## src/rtl/fsk_blink_transmitter_pkg.sv

```systemverilog
// fsk_blink_transmitter_pkg
// Shared definitions for the FSK blink transmitter and for any frequency
// analyzer configuration that must agree with it on tone frequencies.
//   state_t       : transmitter FSM state encoding (IDLE, SYMBOL, GAP)
//   half_period() : clock cycles per half period of a square-wave tone
//   tones_legal() : parameter legality check shared by both ends of the link
package fsk_blink_transmitter_pkg;

    typedef enum logic [1:0] {
        IDLE   = 2'd0,
        SYMBOL = 2'd1,
        GAP    = 2'd2
    } state_t;

    // Integer division on purpose: a tone that does not divide the clock
    // evenly is rounded down, and both ends of the link use the same rounding.
    function automatic int unsigned half_period(input int unsigned clock_hz,
                                                input int unsigned tone_hz);
        if (tone_hz == 0) begin
            return 0;
        end
        return clock_hz / (2 * tone_hz);
    endfunction

    // A symbol must hold at least one full period of the slower tone,
    // otherwise the receiver cannot tell the two tones apart.
    function automatic bit tones_legal(input int unsigned clock_hz,
                                       input int unsigned freq0_hz,
                                       input int unsigned freq1_hz,
                                       input int unsigned symbol_cycles);
        longint unsigned h0;
        longint unsigned h1;
        longint unsigned hmax;
        h0   = longint'(half_period(clock_hz, freq0_hz));
        h1   = longint'(half_period(clock_hz, freq1_hz));
        hmax = (h0 > h1) ? h0 : h1;
        return (h0 >= 1) && (h1 >= 1) && (longint'(symbol_cycles) >= 2 * hmax);
    endfunction

endpackage

```

## src/rtl/fsk_blink_transmitter_square_wave_gen.sv

```systemverilog
// square_wave_gen
// Toggle counter producing a square wave whose high and low phases each last
// half_period cycles. A restart forces the wave high with a fresh count, so
// the cycle after restart is the first high cycle of a new period.
//   clock       : system clock
//   reset       : synchronous, active-high reset (wave low)
//   restart     : start a new period, high phase first
//   half_period : cycles per half period; may change between restarts
//   wave        : square-wave output
module square_wave_gen (
    input  logic        clock,
    input  logic        reset,
    input  logic        restart,
    input  logic [31:0] half_period,
    output logic        wave
);

    logic [31:0] count;

    // The compare is written as count+1 >= half_period so that a shrinking
    // half_period or a zero value can never strand the counter past its limit.
    always_ff @(posedge clock) begin
        if (reset) begin
            count <= 32'd0;
            wave  <= 1'b0;
        end else if (restart) begin
            count <= 32'd0;
            wave  <= 1'b1;
        end else if (count + 32'd1 >= half_period) begin
            count <= 32'd0;
            wave  <= ~wave;
        end else begin
            count <= count + 32'd1;
        end
    end

endmodule

```

## src/rtl/fsk_blink_transmitter.sv

```systemverilog
// fsk_blink_transmitter
// Turns a parallel word into a blinking emitter drive, MSB first, one bit per
// symbol of SYMBOL_CYCLES clocks: a square wave at FREQUENCY0 for a 0 and at
// FREQUENCY1 for a 1, optionally followed by GAP_CYCLES forced-low cycles.
//   clock      : system clock
//   reset      : synchronous, active-high reset
//   enable     : 1 = run; 0 = abort a word in progress / refuse new words
//   data_in    : word to transmit, sampled only at acceptance
//   data_valid : data_in valid
//   data_ready : block can accept a word this cycle
//   tx_out     : emitter drive
//   busy       : word in progress
//   bit_index  : index of the bit being sent
//   done       : one-cycle pulse in the first IDLE cycle after a complete word
module fsk_blink_transmitter
    import fsk_blink_transmitter_pkg::*;
#(
    parameter int unsigned DATA_WIDTH      = 8,
    parameter int unsigned FREQUENCY0      = 5000,
    parameter int unsigned FREQUENCY1      = 10000,
    parameter int unsigned CLOCK_FREQUENCY = 100000000,
    parameter int unsigned SYMBOL_CYCLES   = 1000000,
    parameter int unsigned GAP_CYCLES      = 0
) (
    input  logic                          clock,
    input  logic                          reset,
    input  logic                          enable,
    input  logic [DATA_WIDTH-1:0]         data_in,
    input  logic                          data_valid,
    output logic                          data_ready,
    output logic                          tx_out,
    output logic                          busy,
    output logic [$clog2(DATA_WIDTH)-1:0] bit_index,
    output logic                          done
);

    localparam int          IDX_W       = $clog2(DATA_WIDTH);
    localparam logic [31:0] HALF0       = half_period(CLOCK_FREQUENCY, FREQUENCY0);
    localparam logic [31:0] HALF1       = half_period(CLOCK_FREQUENCY, FREQUENCY1);
    localparam logic [31:0] SYMBOL_LAST = SYMBOL_CYCLES - 1;
    localparam logic [31:0] GAP_LAST    = GAP_CYCLES - 1;
    localparam logic [IDX_W-1:0] IDX_MSB = IDX_W'(DATA_WIDTH - 1);

    if (!tones_legal(CLOCK_FREQUENCY, FREQUENCY0, FREQUENCY1, SYMBOL_CYCLES)) begin : g_illegal_params
        $error("fsk_blink_transmitter: half periods must be >= 1 and SYMBOL_CYCLES >= 2*max(HALF0,HALF1)");
    end

    state_t                state;
    state_t                next_state;
    logic [31:0]           count;
    logic [DATA_WIDTH-1:0] shift;
    logic [IDX_W-1:0]      index_q;
    logic                  done_q;
    logic                  wave;
    logic [31:0]           half_sel;
    logic                  symbol_end;
    logic                  gap_end;
    logic                  last_bit;
    logic                  accept;
    logic                  advance;
    logic                  next_bit;
    logic                  finish_word;

    // One shared counter times both symbols and gaps; it restarts at every
    // phase boundary so each symbol begins phase-aligned high.
    assign symbol_end  = (state == SYMBOL) && (count == SYMBOL_LAST);
    assign gap_end     = (state == GAP) && (count == GAP_LAST);
    assign last_bit    = (index_q == '0);
    assign accept      = !reset && enable && data_valid && (state == IDLE);
    assign advance     = enable && ((symbol_end && (GAP_CYCLES == 0)) || gap_end);
    assign next_bit    = advance && !last_bit;
    assign finish_word = advance && last_bit;
    assign half_sel    = shift[DATA_WIDTH-1] ? HALF1 : HALF0;

    // The tone generator is restarted on the edge that enters a symbol, so
    // the first symbol cycle is already high with a zero half-period count.
    square_wave_gen u_wave (
        .clock       (clock),
        .reset       (reset),
        .restart     (accept || next_bit),
        .half_period (half_sel),
        .wave        (wave)
    );

    // State register.
    always_ff @(posedge clock) begin
        if (reset) begin
            state <= IDLE;
        end else begin
            state <= next_state;
        end
    end

    // Next-state logic; dropping enable anywhere in a word abandons it.
    always_comb begin
        next_state = state;
        case (state)
            IDLE: begin
                if (accept) begin
                    next_state = SYMBOL;
                end
            end
            SYMBOL: begin
                if (!enable) begin
                    next_state = IDLE;
                end else if (symbol_end) begin
                    if (GAP_CYCLES != 0) begin
                        next_state = GAP;
                    end else if (last_bit) begin
                        next_state = IDLE;
                    end else begin
                        next_state = SYMBOL;
                    end
                end
            end
            GAP: begin
                if (!enable) begin
                    next_state = IDLE;
                end else if (gap_end) begin
                    next_state = last_bit ? IDLE : SYMBOL;
                end
            end
            default: next_state = IDLE;
        endcase
    end

    // Datapath: shift register, bit index, phase counter and the done flag,
    // which is registered so it lands on the first IDLE cycle.
    always_ff @(posedge clock) begin
        if (reset) begin
            count   <= 32'd0;
            shift   <= '0;
            index_q <= '0;
            done_q  <= 1'b0;
        end else begin
            done_q <= finish_word;
            if (accept) begin
                shift   <= data_in;
                index_q <= IDX_MSB;
                count   <= 32'd0;
            end else if (next_bit) begin
                shift   <= shift << 1;
                index_q <= index_q - IDX_W'(1);
                count   <= 32'd0;
            end else if (symbol_end || (state == IDLE) || !enable) begin
                count <= 32'd0;
            end else begin
                count <= count + 32'd1;
            end
        end
    end

    // Outputs; data_ready is held low during reset so no word slips in.
    always_comb begin
        tx_out     = (state == SYMBOL) && wave;
        busy       = (state != IDLE);
        data_ready = !reset && enable && (state == IDLE);
        done       = done_q;
        bit_index  = index_q;
    end

endmodule

```

## config.mk

```make
export PLATFORM = sky130hd
export DESIGN_NAME = fsk_blink_transmitter
export DESIGN_NICKNAME = d
export VERILOG_FILES = /design/src/rtl/fsk_blink_transmitter_pkg.sv /design/src/rtl/fsk_blink_transmitter_square_wave_gen.sv /design/src/rtl/fsk_blink_transmitter.sv
export SDC_FILE = /design/constraint.sdc
export NUM_CORES = 1
export LEC_CHECK = 0
export BUFFER_PORTS_ARGS = -buffer_cell sky130_fd_sc_hd__buf_2
export CAP_MARGIN = 30
export CORE_MARGIN = 1
export CORE_UTILIZATION = 63
export CTS_BUF_LIST = sky130_fd_sc_hd__clkbuf_8
export CTS_CLUSTER_SIZE = 25
export DETAILED_ROUTE_END_ITERATION = 10
export GPL_TIMING_DRIVEN = 1
export PLACE_DENSITY = 0.82
export SLEW_MARGIN = 30
export SYNTH_ARGS = -nofsm -noshare
export SYNTH_HDL_FRONTEND = slang
export SYNTH_SLANG_ARGS = --single-unit
```

## constraint.sdc

```tcl
create_clock -name clock -period 3.2 [get_ports clock]
set_input_delay 0.64 -clock clock [delete_from_list [all_inputs] [get_ports clock]]
set_output_delay 0.64 -clock clock [all_outputs]
set_load 0.02 [all_outputs]
```

==> results of run 1 <==
-- what timing repair did --
item / 4_1_cts / 5_1_grt
gates resized for setup: 1 / 2
pin swaps: 0 / 2
setup buffers: 0 / 6
setup endpoints to repair: 4 / 14
-- worst max-delay path, cell delays in order, from the launching register on --
cell	delay, ns
dfxtp_1	0.43
nand4_2	0.14
nor4_1	0.42
buf_4	0.21
xor2_1	0.21
ha_1	0.29
a2111oi_1	0.38
nand3_1	0.18
nor4_4	0.28
nand3b_4	0.18
buf_4	0.18
nor2b_2	0.10
-- state kept, by name, summed over array words and instances (netlist names) --
signal,flops
bit_index,3
state,1
done,1
u_wave.count,32
u_wave.wave,1
shift,8
count,32
-- routing by layer --
layer / routed length [µm] / share of wire [%] / vias up
met1: 3691 / 48 / 1507
li1: - / - / 1604
met4: 187 / 2.4 / 0
met3: 425 / 5.5 / 22
met5: 0 / 0 / -
met2: 3450 / 44 / 108
-- Yosys cell counts, types with 2 or more instances --
library cell / instances / area, µm²
dfxtp_1: 78 / 1562
nor2_1: 55 / 206.5
nand2_1: 39 / 146.4
xor2_1: 23 / 201.4
nand4_1: 20 / 125.1
nand3_1: 19 / 95.09
xnor2_1: 17 / 148.9
nor3_1: 13 / 65.06
a21oi_1: 12 / 60.06
ha_1: 10 / 125.1
nor4_1: 10 / 62.56
o21ai_0: 10 / 50.05
or3_1: 10 / 62.56
and3_1: 9 / 56.30
clkbuf_1: 9 / 33.78
inv_1: 9 / 33.78
and4_1: 7 / 61.31
nor2_2: 6 / 37.54
a211oi_1: 5 / 37.54
nor4b_1: 5 / 43.79
o221a_2: 5 / 56.30
and2_1: 4 / 25.02
and2b_2: 4 / 35.03
a31oi_1: 3 / 18.77
nor2b_2: 3 / 26.28
a2111oi_0: 2 / 17.52
mux2i_1: 2 / 20.02
nand2b_1: 2 / 12.51
nor2b_1: 2 / 12.51
nor4bb_1: 2 / 20.02
-- cells by family after synthesis --
group	count (synthesis)	synth area share [%]
XOR/XNOR	40	9.453
buffers and inverters	21	2.397
other	1	0.1012
adder cells (fa/ha/maj)	10	3.376
AO/OA/AOI/OAI	49	9.319
flip-flops	78	42.13
AND/OR/NAND/NOR	222	32.68
multiplexers	2	0.5402
-- final cells by class --
| class | instances | area (µm²) |
|---|---|---|
| Clock buffer | 11 | 151.4 |
| Fill cell | 427 | 1334 |
| Inverter | 9 | 33.78 |
| Sequential cell | 78 | 1562 |
| Clock inverter | 4 | 47.55 |
| Tap cell | 72 | 90.09 |
| Timing Repair Buffer | 35 | 217.7 |
| Multi-Input combinational cell | 341 | 2138 |
-- where the power goes --
part / internal [mW] / total [mW] / switching (mW)
clock network: 0.396 / 0.736 / 0.340
registers: 0.991 / 1.01 / 0.0222
logic: 0.0337 / 0.0753 / 0.0416
total: 1.42 / 1.82 / 0.404
-- metrics by stage --
step | setup TNS [ns] | instances | area, µm² | utilization, %
floorplan | 0 | 440 | 3770 | -
finish | 0 | 550 | 4240 | 76.07
detailed placement | -0.04389 | 529 | 3978 | 71.36
global placement | 0 | 529 | 3978 | 71.36
CTS | 0 | 544 | 4185 | 75.08
global route | -1.295 | 550 | 4240 | 76.07
-- worst max path at each step --
stage / startpoint / endpoint / slack, ns
6_report: u_wave.count[4] / u_wave.count[13] / 0.15
5_1_grt: u_wave.count[4] / u_wave.count[0] / -0.12
4_1_cts: u_wave.count[4] / u_wave.count[7] / 0.02
3_5_place_dp: u_wave.count[4] / u_wave.count[7] / -0.01
3_3_place_gp: u_wave.count[4] / u_wave.count[8] / 0.08
2_1_floorplan: u_wave.count[4] / u_wave.count[10] / 0.34
==> summary.txt, run 1 <==
STA
  – Slew Viols, Final: 0
  – Max Freq: ~330 MHz
  – Tcrit/Tclk final: 95.22%
  – Final Hold Violating Endpoints: 0
  – Slack of the critical path: roughly 0.15 ns
  – Fin Hold WS: 0.4677 ns
  – Worst slew pin tran: approximately 0.55 ns
  – Minimum clock period: a little over 3 ns
  – Worst rel slew slack: a little over three fifths
  – Final Skew: 0.01017 ns
  – Final setup violation count: 0

Place
  – Setup WS pre-CTS: -0.01454 ns
  – Placer Congestion: between 0.8 and 0.9
  – HPWL after DPL: approximately 5400 µm
  – PortBufs: 18

Critical path
  – Critical R2R Capture: u_wave.count[13]
  – CP Class: reg2reg
  – WP data arrival: 3.34 ns
  – Reg-to-reg setup timing slack: about 0.15 ns
  – CP Max Fanout: 10
  – R2r startpoint: u_wave.count[4]
  – Critical path capture point type: flop
  – Crit start category: flop
  – FF-to-FF path depth: 11
  – WP data required: 3.49 ns

Global route
  – Met3 Use GR: 4.138%
  – Met2 usage in global routing: about two fifths
  – Pin count of the biggest net entering global routing: 33
  – GRT Overall Usage: 25.09%
  – Met1 Usage GRT: about a third
  – Grt ovf: 0
  – Vias in the first global route: 2751
  – GR peak layer: met2
  – Initial antenna violation count: 0
  – First-pass GRT wire length: roughly 12000 µm

Power and ir drop
  – Total power: around 1.8 mW
  – Pwr per Cell Area: ~430 mW/mm²
  – Worst vdd ir: between 0.3 and 0.4 mV
  – LEAKAGE: 1.595 nW

Logic synthesis
  – #FFs+latches synth: slightly below 80
  – Post-Syn Area: ~0.0037 mm²
  – Yosys warning count: 0
  – Mapped Cells: approximately 420
  – Syn Area/Cell: between 8 and 9 µm²
  – Cell variety after synth: a little under 60
  – Register area share after synthesis: approximately 42%
  – Top_reg_cell synth: dfxtp_1
  – Number of synthesized flops with an enable pin: 0
  – Ys async rst share: 0%

Worst hold path
  – Hold Crit Depth: 1
  – Hold path startpoint: count[0]
  – HP Class: reg2reg
  – WHS Endpoint: count[0]

Route
  – Via count: approximately 3200
  – WL/cell: between 10 and 15 µm
  – Iteration-0 DRC Markers: 236
  – Remaining DRCs: 0
  – Final ANT Viol Nets: 0
  – Final WL: 7754 µm
  – Pre-antenna DRT Iters: 6
  – Drt via density: 5.893

Final layout
  – NumNets Final: 496
  – Commonest non-fill, non-tap cell in the layout: dfxtp_1
  – Commonest cells after routing, fill and taps aside: 78 x dfxtp_1, 55 x nor2_1, 39 x nand2_1, 23 x xor2_1, 20 x nand4_1
  – Area Growth Syn to Fin: 14.42%
  – Ant diodes: 0
  – Layout cells sized above 1: between 10% and 20%

Die
  – I/O pin count: 19
  – Die area: approximately 0.0062 mm²
  – Die H: 78.70 µm
  – Effective utilization at floorplan: 66.49%
  – Die X: between 70 and 80 µm
  – Core area: around 0.0056 mm²
  – Row count: 27

Clock tree
  – Clock insertion delay at the later pin of the skew report: 0.35 ns
  – Clock-pin slew on the worst setup and hold paths: ~0.08 ns
  – Clk root buf: clkbuf_8
  – Clk buf depth: 2
  – CTS tree: built
  – Clock sink count: a little under 80
  – Hold buffers post-CTS: 0
  – Depth of the CTS H-tree: 3
  – CTS Buf Count: 9

Outcome
  – Outcome: finished clean

Run
  – Maxcap violations: 0
Note: power is estimated with default switching activity, not from simulation.
==> inputs of run 2 (changes only) <==
--- a/config.mk
+++ b/config.mk
@@ -12,9 +12,10 @@
 export CTS_BUF_LIST = sky130_fd_sc_hd__clkbuf_8
 export CTS_CLUSTER_SIZE = 25
 export DETAILED_ROUTE_END_ITERATION = 10
-export GPL_TIMING_DRIVEN = 1
-export PLACE_DENSITY = 0.82
+export GPL_TIMING_DRIVEN = 0
+export PLACE_DENSITY = 0.81
 export SLEW_MARGIN = 30
 export SYNTH_ARGS = -nofsm -noshare
 export SYNTH_HDL_FRONTEND = slang
+export SYNTH_HIERARCHICAL = 1
 export SYNTH_SLANG_ARGS = --single-unit
==> summary.txt, run 2 <==
Critical path
  – Critical path capture point type: flop
  – CP Cell Sequence: nand4_1 -> or2_4 -> or4_4 -> nor2_4 -> xor2_2 -> ha_4 -> nand4_1 -> nor2_1 -> a22oi_1 -> o211ai_1 -> or3_4 -> clkbuf_16 -> nor2b_1
  – Crit-path most repeated cell: nand4_1
  – Worst path depth: 13 (+2)
  – CP Max Fanout: 10 (unchanged)
  – R2r startpoint: u_wave/count[14]
  – Family with the most delay on the worst path: simple AND/OR/NAND/NOR gates
  – WP data required: 3.48 ns (about the same)
  – WP data arrival: 3.77 ns (+0.43 ns)
  – Reg-to-reg setup timing slack: -0.28 ns (-0.43 ns)
  – Slowest-stage cell, CP: or4_4
  – Worst setup endpoint: u_wave/count[16]
  – CP Class: reg2reg
  – Critical R2R Capture: u_wave/count[16]
  – Crit path launch: u_wave/count[14]
  – Buf+Inv Stages, Crit Path: 1 (-1)
  – Crit-path max cell delay: 0.61 ns (+0.18 ns)
  – FF-to-FF path depth: 13 (+2)
  – Crit start category: flop

Logic synthesis
  – Ys async rst share: 0% (unchanged)
  – Synth cell count leaders: 78 x dfxtp_1, 65 x nor2_1, 43 x inv_1, 37 x xnor2_1, 36 x ha_1
  – Top_reg_cell synth: dfxtp_1
  – Synth top area share: 34.63% (-7.5 points)
  – Mux cell area share after synthesis: 0% (-0.54 points)
  – Yosys warning count: 6 (+6)
  – Post-synthesis xor/xnor area fraction: 11.65% (+2.2 points)
  – Cell variety after synth: 55 (-5.2%)
  – Main combinational cell family by area after synthesis: simple AND/OR/NAND/NOR gates
  – Syn Area/Cell: 8.639 µm² (-1.4%)
  – Area contributors post-synth: dfxtp_1 35%, ha_1 10%, xnor2_1 7.2%
  – Mapped Cells: 522 (+23%)
  – Post-Syn Area: 0.004509 mm² (+22%)
  – Post-Synth Simple-Gate Area: 31.41% (-1.3 points)
  – Area leader, netlist: dfxtp_1
  – #FFs+latches synth: 78 (unchanged)
  – Most frequent cell after synthesis: dfxtp_1
  – Register area share after synthesis: 34.63% (-7.5 points)
  – Adder-Cell Fraction of Synth Area: 9.989% (+6.6 points)
  – Area fraction in compound gates after synthesis: 6.604% (-2.7 points)
  – Number of synthesized flops with an enable pin: 0 (unchanged)

Outcome
  – Failing checks: negative setup slack
  – Outcome: finished with violations

Route
  – Iteration-0 DRC Markers: 274 (+16%)
  – Final ANT Viol Nets: 0 (unchanged)
  – Drt via density: 5.501 (-6.7%)
  – Remaining DRCs: 0 (unchanged)
  – WL/cell: 14.41 µm (+2.2%)
  – Final WL: 9987 µm (+29%)
  – Via count: 3812 (+18%)
  – Pre-antenna DRT Iters: 5 (-1)

Run
  – Maxcap violations: 0 (unchanged)

STA
  – RSZ-0062 raised after global routing: true
  – Fin Hold WS: 0.4947 ns (+0.02694 ns)
  – Max Freq: 287.3 MHz (-12%)
  – Slack of the critical path: -0.2807 ns (-0.4338 ns)
  – Final setup violation count: 33 (+33)
  – Slew Viols, Final: 0 (unchanged)
  – Final Skew: 0.01323 ns (+0.003061 ns)
  – Worst rel slew slack: 55.23% (-7.9 points)
  – Tcrit/Tclk final: 108.8% (+14 points)
  – Final Hold Violating Endpoints: 0 (unchanged)
  – Worst slew pin tran: 0.6654 ns (+0.1171 ns)
  – Minimum clock period: 3.481 ns (+0.4338 ns)

Global route
  – Initial antenna violation count: 0 (unchanged)
  – GRT Overall Usage: 27.14% (+2.0 points)
  – Vias in the first global route: 3496 (+27%)
  – Pin count of the biggest net entering global routing: 14 (-58%)
  – Grt ovf: 0 (unchanged)
  – First-pass GRT wire length: 15980 µm (+32%)

Power and ir drop
  – LEAKAGE: 2.098 nW (+32%)
  – Worst vdd ir: 0.3616 mV (+1.3%)
  – Pwr per Cell Area: 359.7 mW/mm² (-16%)

Final layout
  – Commonest cells after routing, fill and taps aside: 64 x dfxtp_1, 62 x nor2_1, 44 x inv_1, 37 x xnor2_1, 34 x ha_1
  – Post-route core utilization: 77.60% (+1.5 points)
  – Area Growth Syn to Fin: 18.20%
  – Largest regs: count: 32 flops, u_wave/count: 32 flops, shift: 8 flops
  – Cell area after layout: 0.005330 mm² (+26%)
  – Fill count: 446 (+4.4%)
  – Layout cells sized above 1: 21.61% (+5.5 points)
  – NumNets Final: 640 (+29%)
  – Commonest non-fill, non-tap cell in the layout: dfxtp_1
  – Ant diodes: 0 (unchanged)

Clock tree
  – CTS Buf Count: 9 (unchanged)
  – Clock insertion delay at the later pin of the skew report: 0.36 ns (about the same)
  – Clk root buf: clkbuf_8
  – Clk buf depth: 2 (unchanged)
  – Clock sink count: 78 (unchanged)
  – Depth of the CTS H-tree: 3 (unchanged)
  – Clock-pin slew on the worst setup and hold paths: 0.09 ns (about the same)
  – Hold buffers post-CTS: 0 (unchanged)
  – CTS tree: built

Place
  – PortBufs: 18 (unchanged)
  – Setup WS pre-CTS: -0.6713 ns (-0.6568 ns)
  – Post-DP Area: 0.004811 mm² (+21%)
  – HPWL after DPL: 6467 µm (+20%)
  – Placer Congestion: 0.8120 (-4.1%)

Die
  – Core area: 0.006869 mm² (+23%)
  – Row count: 30 (+11%)
  – Effective utilization at floorplan: 65.65% (-0.84 points)
  – Die area: 0.007500 mm² (+21%)
  – Die X: 86.60 µm (+10%)
  – I/O pin count: 19 (unchanged)
  – Die H: 86.60 µm (+10%)

Worst hold path
  – HP Class: reg2reg
-- run 2: changes by cell type after synthesis, sizes merged, moves of 6 or more --
cell,previous run,this run
buf,2,11
nand3,20,26
nor2b,5,32
nor3,14,24
xnor2,17,37
nand2,39,33
nor2,61,69
inv,9,43
clkbuf,10,4
ha,10,36
-- run 2: per-stage QoR --
stage	power (mW)	setup TNS, ns	cells
2_1_floorplan	1.100	0	546
3_3_place_gp	1.127	-19.52	660
3_5_place_dp	1.133	-20.79	660
4_1_cts	1.914	-4.100	691
5_1_grt	1.982	-11.86	693
6_report	1.917	-7.904	693
-- run 2: layout make-up --
cell class                 instances  area [µm²]  area share, %
inverter                          43       161.4          3.028
buffer                            15       122.6          2.300
clock buffer                      11       151.4          2.840
timing repair buffer              35       217.7          4.085
clock inverter                     5       57.56          1.080
tap                               96       120.1          2.254
sequential                        78        1584          29.72
multi-input combinational        410        2915          54.69
-- run 2: logic make-up (layout without fill, tap and decap cells) --
logic type / count (synthesis) / count (layout)
other: 2 / 26
AO/OA/AOI/OAI: 38 / 38
AND/OR/NAND/NOR: 250 / 250
buffers and inverters: 58 / 109
flip-flops: 78 / 78
adder cells (fa/ha/maj): 36 / 36
XOR/XNOR: 60 / 60
-- run 2: where the power goes --
group          switching, mW  internal [mW]  total (mW)
combinational         0.0819         0.0602       0.142
clock                  0.380          0.403       0.784
sequential            0.0112          0.980       0.991
-- run 2: worst min-delay path by stage --
| stage | from | endpoint | slack [ns] | cells past startpoint |
|---|---|---|---|---|
| floorplan | u_wave/count[0] | u_wave/count[0] | 0.46 | 1 |
| global placement | shift[0] | shift[0] | 0.47 | 2 |
| detailed placement | shift[0] | shift[0] | 0.48 | 2 |
| CTS | shift[0] | shift[0] | 0.49 | 2 |
| global route | data_in[0] | shift[0] | 0.52 | 3 |
| finish | shift[0] | shift[0] | 0.49 | 2 |
-- run 2: per-layer routing --
| metal | global-route usage (%) | part of all wire (%) | vias to the layer above |
|---|---|---|---|
| li1 | - | - | 1895 |
| met1 | 34.88 | 45 | 1798 |
| met2 | 46.03 | 49 | 98 |
| met3 | 5.333 | 4.0 | 21 |
| met4 | 8.333 | 1.6 | 0 |
| met5 | 0 | 0 | - |
-- run 2: what timing repair did --
item,CTS,global route
resized for setup,41,8
pin swaps,14,10
buffers inserted,15,2
endpoints found under the setup margin,33,33
-- run 2: worst reg2reg max path, cell delays in order (launching register included) --
cell	delay (ns)
dfxtp_2	0.35
nand4_1	0.15
or2_4	0.28
or4_4	0.61
nor2_4	0.14
xor2_2	0.23
ha_4	0.25
nand4_1	0.15
nor2_1	0.07
a22oi_1	0.24
o211ai_1	0.21
or3_4	0.42
clkbuf_16	0.19
nor2b_1	0.12
